### config.mk
export PLATFORM = sky130hd
export DESIGN_NAME = load_unit
export DESIGN_NICKNAME = d
export VERILOG_FILES = /design/src/rtl/load_pkg.sv /design/src/rtl/load_extract.sv /design/src/rtl/load_unit.sv
export SDC_FILE = /design/constraint.sdc
export NUM_CORES = 1
export LEC_CHECK = 0
export BUFFER_PORTS_ARGS = -buffer_cell sky130_fd_sc_hd__buf_2
export CELL_PAD_IN_SITES_DETAIL_PLACEMENT = 0
export CELL_PAD_IN_SITES_GLOBAL_PLACEMENT = 1
export CORE_MARGIN = 4
export CORE_UTILIZATION = 35
export DETAILED_ROUTE_END_ITERATION = 8
export PLACE_DENSITY = 0.82
export SYNTH_ARGS = -nofsm -noshare
export SYNTH_HDL_FRONTEND = slang
export SYNTH_HIERARCHICAL = 1
export SYNTH_SLANG_ARGS = --single-unit
### constraint.sdc
create_clock -name clk -period 1.95 [get_ports clk]
set_input_delay 0.39 -clock clk [delete_from_list [all_inputs] [get_ports clk]]
set_output_delay 0.39 -clock clk [all_outputs]
set_load 0.005 [all_outputs]
### src/rtl/load_pkg.sv
// Shared load-path definitions: funct3 width codes, FSM states, error codes.
// No logic, so no latency or backpressure of its own.
// Legality helpers keep the decode rules in one place for the top.
package load_pkg;

    localparam logic [2:0] W_LB  = 3'b000;
    localparam logic [2:0] W_LH  = 3'b001;
    localparam logic [2:0] W_LW  = 3'b010;
    localparam logic [2:0] W_LBU = 3'b100;
    localparam logic [2:0] W_LHU = 3'b101;

    typedef enum logic [1:0] {
        S_IDLE,
        S_REQ,
        S_WAIT,
        S_RESP
    } state_e;

    localparam logic [1:0] ERR_NONE     = 2'b00;
    localparam logic [1:0] ERR_MISALIGN = 2'b01;
    localparam logic [1:0] ERR_WIDTH    = 2'b10;
    localparam logic [1:0] ERR_TIMEOUT  = 2'b11;

    function automatic logic width_legal(input logic [2:0] w);
        return (w == W_LB) || (w == W_LH) || (w == W_LW) ||
               (w == W_LBU) || (w == W_LHU);
    endfunction

    // Only meaningful for legal widths; bit 1:0 of funct3 encodes the size.
    function automatic logic misaligned(input logic [1:0] off, input logic [2:0] w);
        return ((w[1:0] == 2'b01) && off[0]) || ((w[1:0] == 2'b10) && (off != 2'b00));
    endfunction

endpackage

### src/rtl/load_extract.sv
// Selects the addressed byte/halfword/word from a read word and extends it.
// Purely combinational, zero latency.
// No handshake; the caller holds inputs stable for as long as the output is needed.
module load_extract
    import load_pkg::*;
(
    input  logic [31:0] word_i,
    input  logic [1:0]  offset_i,
    input  logic [2:0]  width_i,
    output logic [31:0] data_o
);

    logic [31:0] shifted;
    logic [7:0]  byte_v;
    logic [15:0] half_v;
    logic        sext;

    always_comb begin
        shifted = word_i >> {offset_i, 3'b000};
        byte_v  = shifted[7:0];
        half_v  = offset_i[1] ? word_i[31:16] : word_i[15:0];
        // funct3 bit 2 marks the unsigned variants
        sext    = ~width_i[2];
        case (width_i[1:0])
            2'b00:   data_o = {{24{sext & byte_v[7]}}, byte_v};
            2'b01:   data_o = {{16{sext & half_v[15]}}, half_v};
            default: data_o = word_i;
        endcase
    end

endmodule

### src/rtl/load_unit.sv
// Load path: accept request, issue one aligned read, wait, extract and extend.
// Latency 2 cycles zero-wait, +1 per WAIT cycle; errors return in 1 cycle.
// One load in flight; req_ready only in IDLE, result held until wb_ready.
module load_unit
    import load_pkg::*;
#(
    parameter int TIMEOUT = 16
) (
    input  logic        clk,
    input  logic        rst_n,
    input  logic        req_valid,
    output logic        req_ready,
    input  logic [31:0] req_addr,
    input  logic [2:0]  req_width,
    input  logic [4:0]  req_rd,
    output logic        mem_ren,
    output logic [31:0] mem_addr,
    input  logic        mem_rvalid,
    input  logic [31:0] mem_rdata,
    output logic        wb_valid,
    input  logic        wb_ready,
    output logic [31:0] wb_data,
    output logic [4:0]  wb_rd,
    output logic [1:0]  wb_err
);

    localparam int CW = $clog2(TIMEOUT + 1);
    localparam logic [CW-1:0] CNT_LAST = CW'(TIMEOUT - 1);

    state_e        state_q, state_d;
    logic [31:0]   addr_q, addr_d;
    logic [2:0]    width_q, width_d;
    logic [4:0]    rd_q, rd_d;
    logic [31:0]   word_q, word_d;
    logic [1:0]    err_q, err_d;
    logic [CW-1:0] cnt_q, cnt_d;
    logic [31:0]   ext_data;

    load_extract u_extract (
        .word_i   (word_q),
        .offset_i (addr_q[1:0]),
        .width_i  (width_q),
        .data_o   (ext_data)
    );

    always_ff @(posedge clk or negedge rst_n) begin
        if (!rst_n) begin
            state_q <= S_IDLE;
            addr_q  <= '0;
            width_q <= '0;
            rd_q    <= '0;
            word_q  <= '0;
            err_q   <= ERR_NONE;
            cnt_q   <= '0;
        end else begin
            state_q <= state_d;
            addr_q  <= addr_d;
            width_q <= width_d;
            rd_q    <= rd_d;
            word_q  <= word_d;
            err_q   <= err_d;
            cnt_q   <= cnt_d;
        end
    end

    always_comb begin
        state_d = state_q;
        addr_d  = addr_q;
        width_d = width_q;
        rd_d    = rd_q;
        word_d  = word_q;
        err_d   = err_q;
        cnt_d   = cnt_q;
        mem_ren = 1'b0;
        case (state_q)
            S_IDLE: begin
                if (req_valid) begin
                    addr_d  = req_addr;
                    width_d = req_width;
                    rd_d    = req_rd;
                    if (!width_legal(req_width)) begin
                        err_d   = ERR_WIDTH;
                        state_d = S_RESP;
                    end else if (misaligned(req_addr[1:0], req_width)) begin
                        err_d   = ERR_MISALIGN;
                        state_d = S_RESP;
                    end else begin
                        err_d   = ERR_NONE;
                        state_d = S_REQ;
                    end
                end
            end
            S_REQ: begin
                mem_ren = 1'b1;
                if (mem_rvalid) begin
                    word_d  = mem_rdata;
                    state_d = S_RESP;
                end else begin
                    cnt_d   = '0;
                    state_d = S_WAIT;
                end
            end
            S_WAIT: begin
                // Data arriving on the final counted cycle beats the timeout.
                if (mem_rvalid) begin
                    word_d  = mem_rdata;
                    state_d = S_RESP;
                end else if (cnt_q == CNT_LAST) begin
                    err_d   = ERR_TIMEOUT;
                    state_d = S_RESP;
                end else begin
                    cnt_d = cnt_q + CW'(1);
                end
            end
            S_RESP: begin
                if (wb_ready) begin
                    state_d = S_IDLE;
                end
            end
            default: state_d = S_IDLE;
        endcase
    end

    assign req_ready = (state_q == S_IDLE);
    assign mem_addr  = {addr_q[31:2], 2'b00};
    assign wb_valid  = (state_q == S_RESP);
    assign wb_data   = (wb_valid && err_q == ERR_NONE) ? ext_data : 32'h0;
    assign wb_rd     = wb_valid ? rd_q : 5'h0;
    assign wb_err    = wb_valid ? err_q : ERR_NONE;

endmodule

==> out/qor.txt, run 1 <==
Antenna viol nets, final: 0
Worst skew pair latency: 330 ps
Mapped Avg Cell Area: 11.7 um2
Setup crit start kind: register
Yosys top cell area share: 45.1%
Max-slew violation count: 0
Total power: 10.0 mW
Final hold viol count: 0
GRT Util Overall: 15.1%
Number of global-route vias before repair: 3,480
Cell accounting for the most synthesized area: dfrtp_1
Fillers: 1,154
CP max stage cell: mux4_2
Tcrit/Tclk final: 120%
Top delay family on crit path: multiplexers
Drt first pass iters: 4
Root buf cell: clkbuf_16
Psw: 3.48 mW
Number of buffer and inverter stages on the critical path: 1
TNS Setup: -8110 ps
Min Tclk post-route: 2340 ps
Switching part of the total: 34.8%
Non-filler instance count after layout: 699
CP Data Required Time: 1560 ps
CP Capture Type: primary output
Top Ports: 151
Clock Path Buffers: 2
CP Data Arrival Time: 1950 ps
Status: finished with violations
Static Leakage: 2.82 nW
Setup slack at placement: -38.4 ps
Largest net degree at the start of global routing: 82
Fmax: 427 MHz
PwrDens: 1690 nW/um2
Layout cell share with drive strength beyond 1: 61.1%
Crit-path cells: mux4_2 > nor3b_4 > a221o_1 > and2_1 > buf_2
Vias: 3,476
CTS tree: done
EDFF count, synth: 0
Die X: 121 um
Design Area, Final: 5930 um2
Final setup skew: 4.67 ps
Area Overhead vs Synth: 31.9%
Fin util: 47.0%
Sequential share of power: 31.6%
VDD IR max: 615 uV
Synthesis warning total: 6
Initial antenna violation count: 3
DR iter-0 viols: 185
Avg WL per Cell: 15.9 um
Commonest non-fill, non-tap cell in the layout: buf_2
Maximum fanout along the worst path: 8
RSZ-0062 raised after global routing: true
Row count: 41
CP Class: reg -> out
Post-placement cell count: 677
PnR worst setup slack: -393 ps
P_int: 6.54 mW
Initial Utilization: 35.6%
Clk slew on worst S/H paths: 60 ps
Seq/Total Area, Yosys: 45.1%
Die height: 121 um
Die area: 14,700 um2
Post-Syn Area: 4500 um2
Synth unique cells: 48
First-pass GRT wire length: 17,600 um
HP Class: in -> async
Core Area: 12,600 um2
Setup Viol. Count Final: 32
Failing checks: negative setup slack
Ys flop type: dfrtp_1
H-Tree Depth: 3
Residual DRC count: 0
CP peak stage delay: 510 ps
Clk pwr share: 18.4%
Cells after Synth: 384
Nets@finish: 605
CTS sink cnt: 81
Multi-input logic area: 2240 um2
Placed cell area: 5330 um2
CTS Buf Count: 9
Diodes inserted: 0
Async SR Flop Fraction: 100%
Buffers added on ports: 148
Vias per cell: 4.97
Number of synthesized register bits: 81
Grt total ovfl: 0
RePlAce Congestion: 0.825
Sequential cell area: 2030 um2
Hold_ws: 60.8 ps
Total Wirelength: 11,100 um
Maxcap violations: 0
Commonest cells after routing, fill and taps aside: buf_2, dfrtp_1, mux2_2, and2_1, nand2_1
Synth area leaders: dfrtp_1, mux2_2, buf_4
Logic pwr share: 50.0%
DP Wirelength: 8400 um
## cell type report
cell class	instances	share of cell area [%]
Clock inverter	4	1.27
Timing Repair inverter	1	0.106
Tap cell	172	3.63
Inverter	5	0.443
Sequential cell	81	34.2
Clock buffer	12	4.33
Timing Repair Buffer	176	18.3
Multi-Input combinational cell	248	37.7
## cell families (layout without fill, tap and decap cells)
group,after synthesis,count (layout),share of synthesized area [%]
other,1,2,0.0834
and+or+nand+nor,93,93,11.9
DFF,81,81,45.1
adders and majority gates,6,6,1.67
AOI/OAI and AO/OA,60,60,11.2
muxes,86,87,21.6
buffers and inverters,57,198,8.52
## final timing paths
kind                                       startpoint                     end  slack, ps  depth (start not counted)
worst max-delay path            addr_q[1]$_DFFE_PN0P_             wb_data[15]       -390                          5
worst min-delay path                            rst_n  addr_q[22]$_DFFE_PN0P_         60                          2
min in group clk                         req_addr[23]  addr_q[23]$_DFFE_PN0P_        290                          2
worst min register to register  addr_q[6]$_DFFE_PN0P_   addr_q[6]$_DFFE_PN0P_        500                          1
worst max register to register   cnt_q[1]$_DFFE_PN0P_    cnt_q[3]$_DFFE_PN0P_         40                          6
max in group asynchronous                       rst_n  width_q[0]$_DFFE_PN0P_       1490                          2
## flip-flops by register name (all words and copies together) (netlist names)
signal and flops:
cnt_q 5, width_q 3, state_q 2, rd_q 5
err_q 2, word_q 32, addr_q 32
## power groups by stage
stage	Clock, mW	Combinational (mW)	Sequential, mW
final	1.85	5.01	3.16
after global placement	0	4.45	3.13
after CTS	1.90	4.70	3.15
after detailed placement	0	4.56	3.17
after global routing	1.98	5.44	3.27
after floorplan	0	3.63	2.97
## per-layer routing
layer / track usage (%) / wire, um / vias up
met5: 0 / 34 / -
met3: 5.92 / 1080 / 23
li1: - / - / 1616
met1: 18.8 / 4580 / 1681
met4: 4.90 / 183 / 6
met2: 23.9 / 5230 / 150
## cells in the mapped netlist (2+ instances only)
master,n
buf_4,34
nor2b_1,2
a221o_1,8
o21ai_2,10
ha_1,6
buf_6,4
clkbuf_1,5
o221a_2,8
o21ai_0,9
a22o_1,12
nand2b_1,4
or2_2,2
or3_1,2
nor2_1,3
and2_1,39
dfrtp_1,81
nor3b_1,3
and3_1,2
a21oi_1,3
mux2_2,74
inv_1,4
buf_2,8
mux2i_1,10
nand2_1,27
## worst register-to-register path, cell delays in order (launching register included)
cell	delay, ps
dfrtp_1	390
ha_2	200
and3_4	160
ha_4	150
or3b_4	420
or3_4	400
a21oi_2	120
## repair_timing
action	CTS	global route
hold endpoints to repair	0	0
hold buffers	0	0
resized for setup	10	46
setup endpoints to repair	32	35
cloned	1	1
pin swaps	0	14
setup buffers	0	4
(Power assumes the default switching activity.)
==> run 2: changes to the inputs <==
--- a/config.mk
+++ b/config.mk
@@ -6,12 +6,10 @@
 export NUM_CORES = 1
 export LEC_CHECK = 0
 export BUFFER_PORTS_ARGS = -buffer_cell sky130_fd_sc_hd__buf_2
-export CELL_PAD_IN_SITES_DETAIL_PLACEMENT = 0
-export CELL_PAD_IN_SITES_GLOBAL_PLACEMENT = 1
 export CORE_MARGIN = 4
-export CORE_UTILIZATION = 35
+export CORE_UTILIZATION = 46
 export DETAILED_ROUTE_END_ITERATION = 8
-export PLACE_DENSITY = 0.82
+export PLACE_DENSITY = 0.83
 export SYNTH_ARGS = -nofsm -noshare
 export SYNTH_HDL_FRONTEND = slang
 export SYNTH_HIERARCHICAL = 1
==> run 2 against run 1 <==
Against the previous run:
- the flow still finishes with violations (negative setup slack)
- core utilization up 16 points
- global-route usage increased by 4.7 points
- clock skew grew 11 ps
- total power up 0.36%
- sequential cell count stayed put
- largest power group unchanged
- cell area down 0.11%
- highest routed layer is now met4
==> out/qor.txt, run 2 (same netlist as run 1, synthesis figures left out) <==
Crit-path cells: mux4_2 > nor3b_4 > a221o_1 > and2_1 > buf_2
GRT Util Overall: 19.7%
Core Area: 9370 um2
Setup Viol. Count Final: 32
Static Leakage: 2.82 nW
Drt first pass iters: 4
Final hold viol count: 0
Initial Utilization: 48.0%
DR iter-0 viols: 108
CTS tree: done
Total power: 10.1 mW
H-Tree Depth: 3
Commonest cells after routing, fill and taps aside: buf_2, dfrtp_1, mux2_2, and2_1, nand2_1
Top flop regs: addr_q: 32 flops, word_q: 32 flops
Top delay family on crit path: multiplexers
Fillers: 755
Initial antenna violation count: 0
Fmax: 417 MHz
Buffers added on ports: 148
Maxcap violations: 0
Max-slew violation count: 0
Number of global-route vias before repair: 3,708
Post-placement cell count: 635
CTS sink cnt: 81
CP Capture Type: primary output
Final setup skew: 16.0 ps
Worst skew pair latency: 360 ps
Residual DRC count: 0
RePlAce Congestion: 0.845
Diodes inserted: 0
Clk slew on worst S/H paths: 100 ps
CP peak stage delay: 530 ps
Commonest non-fill, non-tap cell in the layout: buf_2
Fin util: 63.2%
Total Wirelength: 11,400 um
CP Data Arrival Time: 2010 ps
CP Class: reg -> out
RSZ-0062 raised after global routing: true
Status: finished with violations
CP Data Required Time: 1560 ps
Die area: 11,400 um2
PwrDens: 1700 nW/um2
Sequential cell area: 2030 um2
Largest net degree at the start of global routing: 43
Number of buffer and inverter stages on the critical path: 1
CP max stage cell: mux4_2
Layout cell share with drive strength beyond 1: 62.9%
Die X: 107 um
Tcrit/Tclk final: 123%
Multi-input logic area: 2300 um2
Top Ports: 151
Vias: 3,492
Vias per cell: 5.25
HP Class: in -> reg
Area Overhead vs Synth: 31.7%
Die height: 107 um
DP Wirelength: 8250 um
Failing checks: negative setup slack
Min Tclk post-route: 2400 ps
Nets@finish: 614
Non-filler instance count after layout: 665
Row count: 35
PnR worst setup slack: -446 ps
VDD IR max: 705 uV
Maximum fanout along the worst path: 8
Clock Path Buffers: 2
Root buf cell: clkbuf_8
CTS Buf Count: 9
Antenna viol nets, final: 0
Setup crit start kind: register
First-pass GRT wire length: 18,000 um
Avg WL per Cell: 17.2 um
Grt total ovfl: 0
[run 2: through the flow]
| step | setup WS (ps) | TNS, ps | instance area (um2) | hold slack [ps] |
|---|---|---|---|---|
| floorplan | 43.5 | 0 | 4500 | 94.4 |
| global placement | 14.9 | 0 | 5280 | 251 |
| detailed placement | -56.2 | -251 | 5280 | 254 |
| CTS | -431 | -10780 | 5650 | 237 |
| global route | -527 | -13500 | 5920 | 232 |
| finish | -446 | -11270 | 5920 | 255 |
[run 2: what timing repair did]
action                     4_1_cts  5_1_grt
hold buffers                     1        0
gates cloned                     0        1
hold endpoints to repair        12        0
setup endpoints to repair       33       35
resized for setup               24       54
pin swaps                        5       20
buffers inserted                 8        4
[run 2: worst paths after layout]
kind                                   startpoint                      to  slack, ps  cells after the start
hold / removal                       req_addr[17]  addr_q[17]$_DFFE_PN0P_        260                      2
min in group asynchronous                   rst_n    err_q[1]$_DFFE_PN0P_        430                      2
setup / recovery            addr_q[1]$_DFFE_PN0P_             wb_data[12]       -450                      5
hold reg to reg            width_q[2]$_DFFE_PN0P_  width_q[2]$_DFFE_PN0P_        510                      1
max in group asynchronous                   rst_n   addr_q[8]$_DFFE_PN0P_        930                      3
setup reg to reg             cnt_q[1]$_DFFE_PN0P_    cnt_q[3]$_DFFE_PN0P_         60                      6
[run 2: final cells by class]
class | count | share of cell area, %
clock buffers | 9 | 2.09
multi-input cells | 247 | 38.9
clock inverters | 7 | 1.29
well taps | 129 | 2.73
flip-flops and latches | 81 | 34.2
repair buffers | 187 | 20.4
inverters | 5 | 0.401
[run 2: layer usage]
layer / global-route usage (%) / part of all wire, % / wire length [um] / vias up
met5: 0 / 0 / 0 / -
met4: 6.48 / 1.3 / 150 / 0
met3: 6.62 / 8.2 / 937 / 12
met2: 33.5 / 51 / 5870 / 140
met1: 23.5 / 39 / 4490 / 1713
li1: - / - / - / 1627
[run 2: worst reg2reg max path: stages, from the launching register on]
cell     delay, ps
dfrtp_1        390
ha_2           200
and3_4         150
ha_4           150
or3b_4         420
or3_4          400
a21oi_2        120
[run 2: power by group]
group,leakage [nW],switching [mW],total (mW),internal (mW)
registers,0.962,0.682,3.21,2.53
logic,1.76,2.40,5.58,3.18
clock network,0.0966,0.661,1.26,0.603
